===== src/rtl/hyperbus_trans_arb_if.sv =====
// ============================================================================
// Module   : hyperbus_trans_arb_if
// Brief    : Transfer/TX/RX/B channel bundle, NUM_PORTS wide (1 for downstream)
// Revision : 1.0
// ============================================================================
`default_nettype none

interface hyperbus_trans_arb_if #(
  parameter int NUM_PORTS  = 2,
  parameter int ADDR_WIDTH = 32,
  parameter int LEN_WIDTH  = 8,
  parameter int DATA_WIDTH = 16
) ();
  localparam int STRB_W = DATA_WIDTH / 8;

  logic [NUM_PORTS-1:0]                 trans_valid;
  logic [NUM_PORTS-1:0]                 trans_ready;
  logic [NUM_PORTS-1:0][ADDR_WIDTH-1:0] trans_addr;
  logic [NUM_PORTS-1:0][LEN_WIDTH-1:0]  trans_len;
  logic [NUM_PORTS-1:0]                 trans_write;

  logic [NUM_PORTS-1:0]                 tx_valid;
  logic [NUM_PORTS-1:0]                 tx_ready;
  logic [NUM_PORTS-1:0][DATA_WIDTH-1:0] tx_data;
  logic [NUM_PORTS-1:0][STRB_W-1:0]     tx_strb;
  logic [NUM_PORTS-1:0]                 tx_last;

  // Read data and response status are shared; only valid/ready are per port.
  logic [NUM_PORTS-1:0]                 rx_valid;
  logic [NUM_PORTS-1:0]                 rx_ready;
  logic [DATA_WIDTH-1:0]                rx_data;
  logic                                 rx_last;
  logic                                 rx_error;

  logic [NUM_PORTS-1:0]                 b_valid;
  logic [NUM_PORTS-1:0]                 b_ready;
  logic                                 b_error;

  modport master (
    output trans_valid, trans_addr, trans_len, trans_write,
    output tx_valid, tx_data, tx_strb, tx_last,
    output rx_ready, b_ready,
    input  trans_ready, tx_ready,
    input  rx_valid, rx_data, rx_last, rx_error,
    input  b_valid, b_error
  );

  modport slave (
    input  trans_valid, trans_addr, trans_len, trans_write,
    input  tx_valid, tx_data, tx_strb, tx_last,
    input  rx_ready, b_ready,
    output trans_ready, tx_ready,
    output rx_valid, rx_data, rx_last, rx_error,
    output b_valid, b_error
  );
endinterface

`default_nettype wire


===== src/rtl/hyperbus_trans_arb.sv =====
// ============================================================================
// Module   : hyperbus_trans_arb
// Brief    : N-port HyperBus transfer arbiter, grant locked until completion
// Revision : 1.0
// ============================================================================
`default_nettype none

module hyperbus_trans_arb #(
  parameter int  NUM_PORTS  = 2,
  parameter int  ADDR_WIDTH = 32,
  parameter int  LEN_WIDTH  = 8,
  parameter int  DATA_WIDTH = 16,
  parameter int  ARB_MODE   = 0,
  localparam int PORT_W     = (NUM_PORTS > 1) ? $clog2(NUM_PORTS) : 1
) (
  input  logic                 clk_i,
  input  logic                 rst_i,
  hyperbus_trans_arb_if.slave  up,
  hyperbus_trans_arb_if.master dn,
  output logic [PORT_W-1:0]    grant_idx_o,
  output logic                 busy_o,
  output logic                 len_err_o
);
  localparam int STRB_W = DATA_WIDTH / 8;

  typedef enum logic [2:0] {
    S_IDLE  = 3'd0,
    S_ISSUE = 3'd1,
    S_WDATA = 3'd2,
    S_WRESP = 3'd3,
    S_RDATA = 3'd4
  } state_t;

  state_t                r_state;
  state_t                w_state_nxt;
  logic [PORT_W-1:0]     r_rr_ptr;
  logic [PORT_W-1:0]     r_grant;
  logic [ADDR_WIDTH-1:0] r_addr;
  logic [LEN_WIDTH-1:0]  r_len;
  logic                  r_write;
  logic [LEN_WIDTH:0]    r_cnt;
  logic                  r_err_seen;

  logic                  w_found;
  logic [PORT_W-1:0]     w_win;
  logic [PORT_W-1:0]     w_idx;
  logic                  w_hs_tx;
  logic                  w_hs_rx;
  logic                  w_beat;
  logic                  w_last;
  logic [LEN_WIDTH:0]    w_len_ext;
  logic [LEN_WIDTH:0]    w_len_p1;
  logic                  w_len_err;
  logic [DATA_WIDTH-1:0] w_tx_data;
  logic [STRB_W-1:0]     w_tx_strb;

  // Fixed priority scans from port 0; round-robin scans from r_rr_ptr.
  always_comb begin
    w_found = 1'b0;
    w_win   = '0;
    w_idx   = '0;
    for (int i = 0; i < NUM_PORTS; i++) begin
      if (ARB_MODE == 1) w_idx = PORT_W'(i);
      else               w_idx = PORT_W'((int'(r_rr_ptr) + i) % NUM_PORTS);
      if (!w_found && up.trans_valid[w_idx]) begin
        w_found = 1'b1;
        w_win   = w_idx;
      end
    end
  end

  assign w_hs_tx   = (r_state == S_WDATA) && up.tx_valid[r_grant] && dn.tx_ready[0];
  assign w_hs_rx   = (r_state == S_RDATA) && dn.rx_valid[0] && up.rx_ready[r_grant];
  assign w_beat    = w_hs_tx || w_hs_rx;
  assign w_last    = (r_state == S_WDATA) ? up.tx_last[r_grant] : dn.rx_last;
  assign w_len_ext = {1'b0, r_len};
  assign w_len_p1  = w_len_ext + 1'b1;
  // At most one pulse per transfer: early last, or the first beat past len.
  assign w_len_err = w_beat && !r_err_seen &&
                     (w_last ? (r_cnt != w_len_ext) : (r_cnt == w_len_p1));
  assign w_tx_data = up.tx_data[r_grant];
  assign w_tx_strb = up.tx_strb[r_grant];

  assign len_err_o      = w_len_err;
  assign busy_o         = (r_state != S_IDLE);
  assign grant_idx_o    = r_grant;
  assign dn.trans_addr  = r_addr;
  assign dn.trans_len   = r_len;
  assign dn.trans_write = r_write;

  always_ff @(posedge clk_i) begin
    if (rst_i) r_state <= S_IDLE;
    else       r_state <= w_state_nxt;
  end

  always_comb begin
    w_state_nxt    = r_state;
    up.trans_ready = '0;
    up.tx_ready    = '0;
    up.rx_valid    = '0;
    up.b_valid     = '0;
    up.rx_data     = dn.rx_data;
    up.rx_last     = dn.rx_last;
    up.rx_error    = dn.rx_error;
    up.b_error     = dn.b_error;
    dn.trans_valid = 1'b0;
    dn.tx_valid    = 1'b0;
    dn.tx_data     = '0;
    dn.tx_strb     = '0;
    dn.tx_last     = 1'b0;
    dn.rx_ready    = 1'b0;
    dn.b_ready     = 1'b0;
    case (r_state)
      S_IDLE: begin
        if (w_found && !rst_i) begin
          up.trans_ready[w_win] = 1'b1;
          w_state_nxt           = S_ISSUE;
        end
      end
      S_ISSUE: begin
        dn.trans_valid = 1'b1;
        if (dn.trans_ready[0]) w_state_nxt = r_write ? S_WDATA : S_RDATA;
      end
      S_WDATA: begin
        dn.tx_valid          = up.tx_valid[r_grant];
        dn.tx_data           = w_tx_data;
        dn.tx_strb           = w_tx_strb;
        dn.tx_last           = up.tx_last[r_grant];
        up.tx_ready[r_grant] = dn.tx_ready[0];
        if (w_hs_tx && up.tx_last[r_grant]) w_state_nxt = S_WRESP;
      end
      S_WRESP: begin
        up.b_valid[r_grant] = dn.b_valid[0];
        dn.b_ready          = up.b_ready[r_grant];
        if (dn.b_valid[0] && up.b_ready[r_grant]) w_state_nxt = S_IDLE;
      end
      S_RDATA: begin
        up.rx_valid[r_grant] = dn.rx_valid[0];
        dn.rx_ready          = up.rx_ready[r_grant];
        if (w_hs_rx && dn.rx_last) w_state_nxt = S_IDLE;
      end
      default: w_state_nxt = S_IDLE;
    endcase
  end

  always_ff @(posedge clk_i) begin
    if (rst_i) begin
      r_rr_ptr   <= '0;
      r_grant    <= '0;
      r_addr     <= '0;
      r_len      <= '0;
      r_write    <= 1'b0;
      r_cnt      <= '0;
      r_err_seen <= 1'b0;
    end else if (r_state == S_IDLE && w_found) begin
      r_grant    <= w_win;
      r_addr     <= up.trans_addr[w_win];
      r_len      <= up.trans_len[w_win];
      r_write    <= up.trans_write[w_win];
      r_cnt      <= '0;
      r_err_seen <= 1'b0;
      if (ARB_MODE == 0)
        r_rr_ptr <= (w_win == PORT_W'(NUM_PORTS - 1)) ? '0 : w_win + 1'b1;
    end else begin
      if (w_beat && (r_cnt != '1)) r_cnt <= r_cnt + 1'b1;
      if (w_len_err)               r_err_seen <= 1'b1;
    end
  end
endmodule

`default_nettype wire


===== src/flat_wrapper.sv =====
// flat-port wrapper written by rule: the top's interface ports become plain ports
module hyperbus_trans_arb_flat 
#(
  parameter int  NUM_PORTS  = 2,
  parameter int  ADDR_WIDTH = 32,
  parameter int  LEN_WIDTH  = 8,
  parameter int  DATA_WIDTH = 16,
  parameter int  ARB_MODE   = 0,
  localparam int PORT_W     = (NUM_PORTS > 1) ? $clog2(NUM_PORTS) : 1
)
  (clk_i, rst_i, grant_idx_o, busy_o, len_err_o, up_trans_valid, up_trans_addr, up_trans_len, up_trans_write, up_tx_valid, up_tx_data, up_tx_strb, up_tx_last, up_rx_ready, up_b_ready, up_trans_ready, up_tx_ready, up_rx_valid, up_rx_data, up_rx_last, up_rx_error, up_b_valid, up_b_error, dn_trans_valid, dn_trans_addr, dn_trans_len, dn_trans_write, dn_tx_valid, dn_tx_data, dn_tx_strb, dn_tx_last, dn_rx_ready, dn_b_ready, dn_trans_ready, dn_tx_ready, dn_rx_valid, dn_rx_data, dn_rx_last, dn_rx_error, dn_b_valid, dn_b_error);
  hyperbus_trans_arb_if #(.NUM_PORTS(NUM_PORTS), .ADDR_WIDTH(ADDR_WIDTH), .LEN_WIDTH(LEN_WIDTH), .DATA_WIDTH(DATA_WIDTH)) up_i ();
  hyperbus_trans_arb_if #(.NUM_PORTS(NUM_PORTS), .ADDR_WIDTH(ADDR_WIDTH), .LEN_WIDTH(LEN_WIDTH), .DATA_WIDTH(DATA_WIDTH)) dn_i ();
  input  logic clk_i;
  input  logic rst_i;
  output logic [PORT_W-1:0] grant_idx_o;
  output logic busy_o;
  output logic len_err_o;
  input wire logic [$bits(up_i.trans_valid)-1:0] up_trans_valid;
  input wire logic [$bits(up_i.trans_addr)-1:0] up_trans_addr;
  input wire logic [$bits(up_i.trans_len)-1:0] up_trans_len;
  input wire logic [$bits(up_i.trans_write)-1:0] up_trans_write;
  input wire logic [$bits(up_i.tx_valid)-1:0] up_tx_valid;
  input wire logic [$bits(up_i.tx_data)-1:0] up_tx_data;
  input wire logic [$bits(up_i.tx_strb)-1:0] up_tx_strb;
  input wire logic [$bits(up_i.tx_last)-1:0] up_tx_last;
  input wire logic [$bits(up_i.rx_ready)-1:0] up_rx_ready;
  input wire logic [$bits(up_i.b_ready)-1:0] up_b_ready;
  output wire logic [$bits(up_i.trans_ready)-1:0] up_trans_ready;
  output wire logic [$bits(up_i.tx_ready)-1:0] up_tx_ready;
  output wire logic [$bits(up_i.rx_valid)-1:0] up_rx_valid;
  output wire logic [$bits(up_i.rx_data)-1:0] up_rx_data;
  output wire logic [$bits(up_i.rx_last)-1:0] up_rx_last;
  output wire logic [$bits(up_i.rx_error)-1:0] up_rx_error;
  output wire logic [$bits(up_i.b_valid)-1:0] up_b_valid;
  output wire logic [$bits(up_i.b_error)-1:0] up_b_error;
  output wire logic [$bits(dn_i.trans_valid)-1:0] dn_trans_valid;
  output wire logic [$bits(dn_i.trans_addr)-1:0] dn_trans_addr;
  output wire logic [$bits(dn_i.trans_len)-1:0] dn_trans_len;
  output wire logic [$bits(dn_i.trans_write)-1:0] dn_trans_write;
  output wire logic [$bits(dn_i.tx_valid)-1:0] dn_tx_valid;
  output wire logic [$bits(dn_i.tx_data)-1:0] dn_tx_data;
  output wire logic [$bits(dn_i.tx_strb)-1:0] dn_tx_strb;
  output wire logic [$bits(dn_i.tx_last)-1:0] dn_tx_last;
  output wire logic [$bits(dn_i.rx_ready)-1:0] dn_rx_ready;
  output wire logic [$bits(dn_i.b_ready)-1:0] dn_b_ready;
  input wire logic [$bits(dn_i.trans_ready)-1:0] dn_trans_ready;
  input wire logic [$bits(dn_i.tx_ready)-1:0] dn_tx_ready;
  input wire logic [$bits(dn_i.rx_valid)-1:0] dn_rx_valid;
  input wire logic [$bits(dn_i.rx_data)-1:0] dn_rx_data;
  input wire logic [$bits(dn_i.rx_last)-1:0] dn_rx_last;
  input wire logic [$bits(dn_i.rx_error)-1:0] dn_rx_error;
  input wire logic [$bits(dn_i.b_valid)-1:0] dn_b_valid;
  input wire logic [$bits(dn_i.b_error)-1:0] dn_b_error;
  assign up_i.trans_valid = up_trans_valid;
  assign up_i.trans_addr = up_trans_addr;
  assign up_i.trans_len = up_trans_len;
  assign up_i.trans_write = up_trans_write;
  assign up_i.tx_valid = up_tx_valid;
  assign up_i.tx_data = up_tx_data;
  assign up_i.tx_strb = up_tx_strb;
  assign up_i.tx_last = up_tx_last;
  assign up_i.rx_ready = up_rx_ready;
  assign up_i.b_ready = up_b_ready;
  assign up_trans_ready = up_i.trans_ready;
  assign up_tx_ready = up_i.tx_ready;
  assign up_rx_valid = up_i.rx_valid;
  assign up_rx_data = up_i.rx_data;
  assign up_rx_last = up_i.rx_last;
  assign up_rx_error = up_i.rx_error;
  assign up_b_valid = up_i.b_valid;
  assign up_b_error = up_i.b_error;
  assign dn_trans_valid = dn_i.trans_valid;
  assign dn_trans_addr = dn_i.trans_addr;
  assign dn_trans_len = dn_i.trans_len;
  assign dn_trans_write = dn_i.trans_write;
  assign dn_tx_valid = dn_i.tx_valid;
  assign dn_tx_data = dn_i.tx_data;
  assign dn_tx_strb = dn_i.tx_strb;
  assign dn_tx_last = dn_i.tx_last;
  assign dn_rx_ready = dn_i.rx_ready;
  assign dn_b_ready = dn_i.b_ready;
  assign dn_i.trans_ready = dn_trans_ready;
  assign dn_i.tx_ready = dn_tx_ready;
  assign dn_i.rx_valid = dn_rx_valid;
  assign dn_i.rx_data = dn_rx_data;
  assign dn_i.rx_last = dn_rx_last;
  assign dn_i.rx_error = dn_rx_error;
  assign dn_i.b_valid = dn_b_valid;
  assign dn_i.b_error = dn_b_error;
  hyperbus_trans_arb #(.NUM_PORTS(NUM_PORTS), .ADDR_WIDTH(ADDR_WIDTH), .LEN_WIDTH(LEN_WIDTH), .DATA_WIDTH(DATA_WIDTH), .ARB_MODE(ARB_MODE)) u_core (.clk_i(clk_i), .rst_i(rst_i), .up(up_i), .dn(dn_i), .grant_idx_o(grant_idx_o), .busy_o(busy_o), .len_err_o(len_err_o));
endmodule

===== config.mk =====
export PLATFORM = sky130hd
export DESIGN_NAME = hyperbus_trans_arb_flat
export DESIGN_NICKNAME = d
export VERILOG_FILES = /design/src/rtl/hyperbus_trans_arb_if.sv /design/src/rtl/hyperbus_trans_arb.sv /design/src/flat_wrapper.sv
export SDC_FILE = /design/constraint.sdc
export NUM_CORES = 1
export LEC_CHECK = 0
export BUFFER_PORTS_ARGS = -buffer_cell sky130_fd_sc_hd__buf_2
export CAP_MARGIN = 10
export CORE_AREA = 2 2 124 126
export CTS_CLUSTER_SIZE = 40
export DETAILED_ROUTE_END_ITERATION = 7
export DIE_AREA = 0 0 126 128
export PLACE_DENSITY_LB_ADDON = 0.05
export SLEW_MARGIN = 20
export SYNTH_ARGS = -nofsm -noshare
export SYNTH_HDL_FRONTEND = slang
export SYNTH_SLANG_ARGS = --single-unit

===== constraint.sdc =====
create_clock -name clk_i -period 2.2 [get_ports clk_i]
set_input_delay 0.11 -clock clk_i [delete_from_list [all_inputs] [get_ports clk_i]]
set_output_delay 0.11 -clock clk_i [all_outputs]
set_load 0.02 [all_outputs]

==> qor.yml <==
status: "finished clean"
drcViolationCount: 0
finalSetupTns_ps: 0
setup_viol: 0
clkPwrFrac_pct: 24.5
yosys_register_bits: 56
crit_type: "flop to primary output"
syn_inst: 432
tritoncts: "done"
synth_commonest_cells: "buf_4 (84), dfxtp_1 (56), inv_1 (35), nor2_1 (32), a222oi_1 (28)"
synth-seq-area-share_pct: 30.74
drtAntennaViolNets: 0
ios: 315
wl_per_cell_um: 15.02
core_area_um2: 14860
hold_slack_ps: 4.448
worstPathMaxFanout: 5
synth.distinct_cells: 45
worstSetupEndpointType: "primary output"
antenna_found_initial: 0
synth_ff_type: "dfxtp_1"
worst_pin_slew_ps: 811.2
power_switching_share_pct: 38.56
die_y_um: 128
cts_htree_levels: 2
start_util_pct: 24.54
synth_edf_count: 0
synth_top_area_cell: "dfxtp_1"
slew_headroom_pct: 45.81
first_pass_iters: 5
gp_congestion: 0.7548
p_sw_uw: 1347
syn_avg_cell_area_um2: 8.443
dp_hpwl_mm: 9.650
track_usage_pct: 14.36
drtIter0Drc: 232
cellPowerDensity_nw_per_um2: 725.9
cts-root-buf: "clkbuf_16"
vias: 3619
syn_area_um2: 3647
p_int_uw: 2146
grt_pass1_wl_mm: 18.46
max_freq_ghz: 0.4641
grt_overflow_total: 0
start_kind: "flop"
p_total_uw: 3493
seq_power_share_pct: 37.8
irDropWorstVdd_v: 0.0003487
clk_path_buf_depth: 2
worst_clock_skew_ps: 4.336
numCtsBuffers: 5
post-route-period-util_pct: 97.93
hold_violations: 0
routed_via_density: 4.479
layout.nets: 779
synth.area.top_cells: "dfxtp_1 (31%), buf_4 (17%), a222oi_1 (7.7%), mux2i_1 (6.3%), inv_1 (3.6%)"
grt_max_degree: 32
maxCapViolations: 0
power.leakage_uw: 0.002537
required_ps: 2090
clock_latency_ps: 300
ys_async_sr_fraction_pct: 0
hp-class: "primary input to flop"
num_rows: 45
port_buffers: 210
drive_gt1_share_pct: 42.26
synth_most_common_cell: "buf_4"
routed_wl_mm: 12.14
cp.arrival_ps: 2040
slew_viol_final: 0
cts.sinks: 56
synth_top_cell_area_share_pct: 30.74
rsz0062_at_grt: "yes"
area_growth_pct: 31.94
antenna_cells: 0
min_period_ps: 2155
die_x_um: 126
combPwrFrac_pct: 37.7
die_area_um2: 16130
synth_warnings: 0
clk_pin_slew_ps: 80
grt_pass1_vias: 3511
-- power groups by stage --
stage	clock network, µW	logic, µW	registers [µW]
final	855	1320	1320
after global routing	926	1450	1340
after CTS	898	1320	1320
after detailed placement	0	1300	1320
after global placement	0	1290	1330
after floorplan	0	833	1450
-- routing by layer --
layer	up-vias	wire (µm)	share of wire, %	global-route usage [%]
met2	217	5952	49	25.43
met5	-	0	0	0
met4	0	342	2.8	5.430
met1	1631	4570	38	16.00
met3	26	1274	10	4.758
li1	1745	-	-	-
-- metrics by stage --
stage	cell area [µm²]	instances	util [%]	worst slack, ps
5_1_grt	4812	808	32.37	-67.26
3_3_place_gp	4546	796	30.58	90.84
2_1_floorplan	3889	495	-	62.90
3_5_place_dp	4546	796	30.58	68.73
4_1_cts	4775	808	32.12	3.919
6_report	4812	808	32.37	45.50
-- area by class of cell --
type	count	area (µm²)
fillers	1655	10050
multi-input cells	294	1942
repair buffers	227	1211
flip-flops and latches	56	1140
well taps	188	235.2
clock buffers	6	138.9
inverters	35	131.4
clock inverters	2	13.76
-- critical path, cell delays in order, from the launching register on --
cell and delay [ps]:
dfxtp_4 370, ha_2 330, xnor2_2 100, nand4_1 160, nor4_4 360, a21oi_2 100
nor3b_2 160, buf_4 170
-- cell usage in the layout (no fill, tap or decap), types with 3 or more instances in the layout --
master,count
nand2_1,21
a211oi_1,3
and3_1,6
xor2_1,9
nand2b_1,5
a21oi_1,7
dfxtp_4,3
a21o_1,3
nand3_1,6
dfxtp_2,6
inv_1,35
o21ai_0,16
nand4_1,6
xnor2_1,7
and2_1,5
buf_4,14
clkbuf_16,5
conb_1,64
nor2_1,32
mux2i_1,23
dfxtp_1,47
a222oi_1,28
buf_2,209
a22oi_1,13
nor4_1,4
mux2_2,4
-- repair_timing --
item	in CTS	in global routing
buffers inserted	2	0
cloned	0	0
pin swaps	1	2
endpoints found under the hold margin	2	0
endpoints found under the setup margin	1	30
hold buffers	2	0
resized for setup	16	8
-- worst paths after layout --
check | startpoint | slack, ps | cells past startpoint | end
worst max-delay path | u_core.r_len[0] | 50 | 7 | len_err_o
worst min-delay path | up_trans_addr[3] | 4 | 3 | u_core.r_addr[3]
worst max register to register | u_core.r_state[2] | 210 | 5 | u_core.r_err_seen
worst min register to register | u_core.r_addr[6] | 460 | 2 | u_core.r_addr[6]
-- logic make-up (layout without fill, tap and decap cells) --
family	Yosys count	count (layout)	synth area share [%]
AO/OA/AOI/OAI	80	80	17.46
XOR/XNOR	19	19	4.563
adder cells (fa/ha/maj)	3	3	1.029
buffers and inverters	145	270	24.36
flip-flops	56	56	30.74
multiplexers	27	27	7.547
other	1	64	0.1028
AND/OR/NAND/NOR	101	101	14.20
-- sequential cells by signal, summed over array words and instances, names as in the netlist --
name,flops
u_core.r_addr,32
u_core.r_rr_ptr,1
u_core.r_err_seen,1
u_core.r_len,8
u_core.r_cnt,9
u_core.grant_idx_o,1
u_core.r_write,1
u_core.r_state,3
Note: power is estimated with default switching activity, not from simulation.
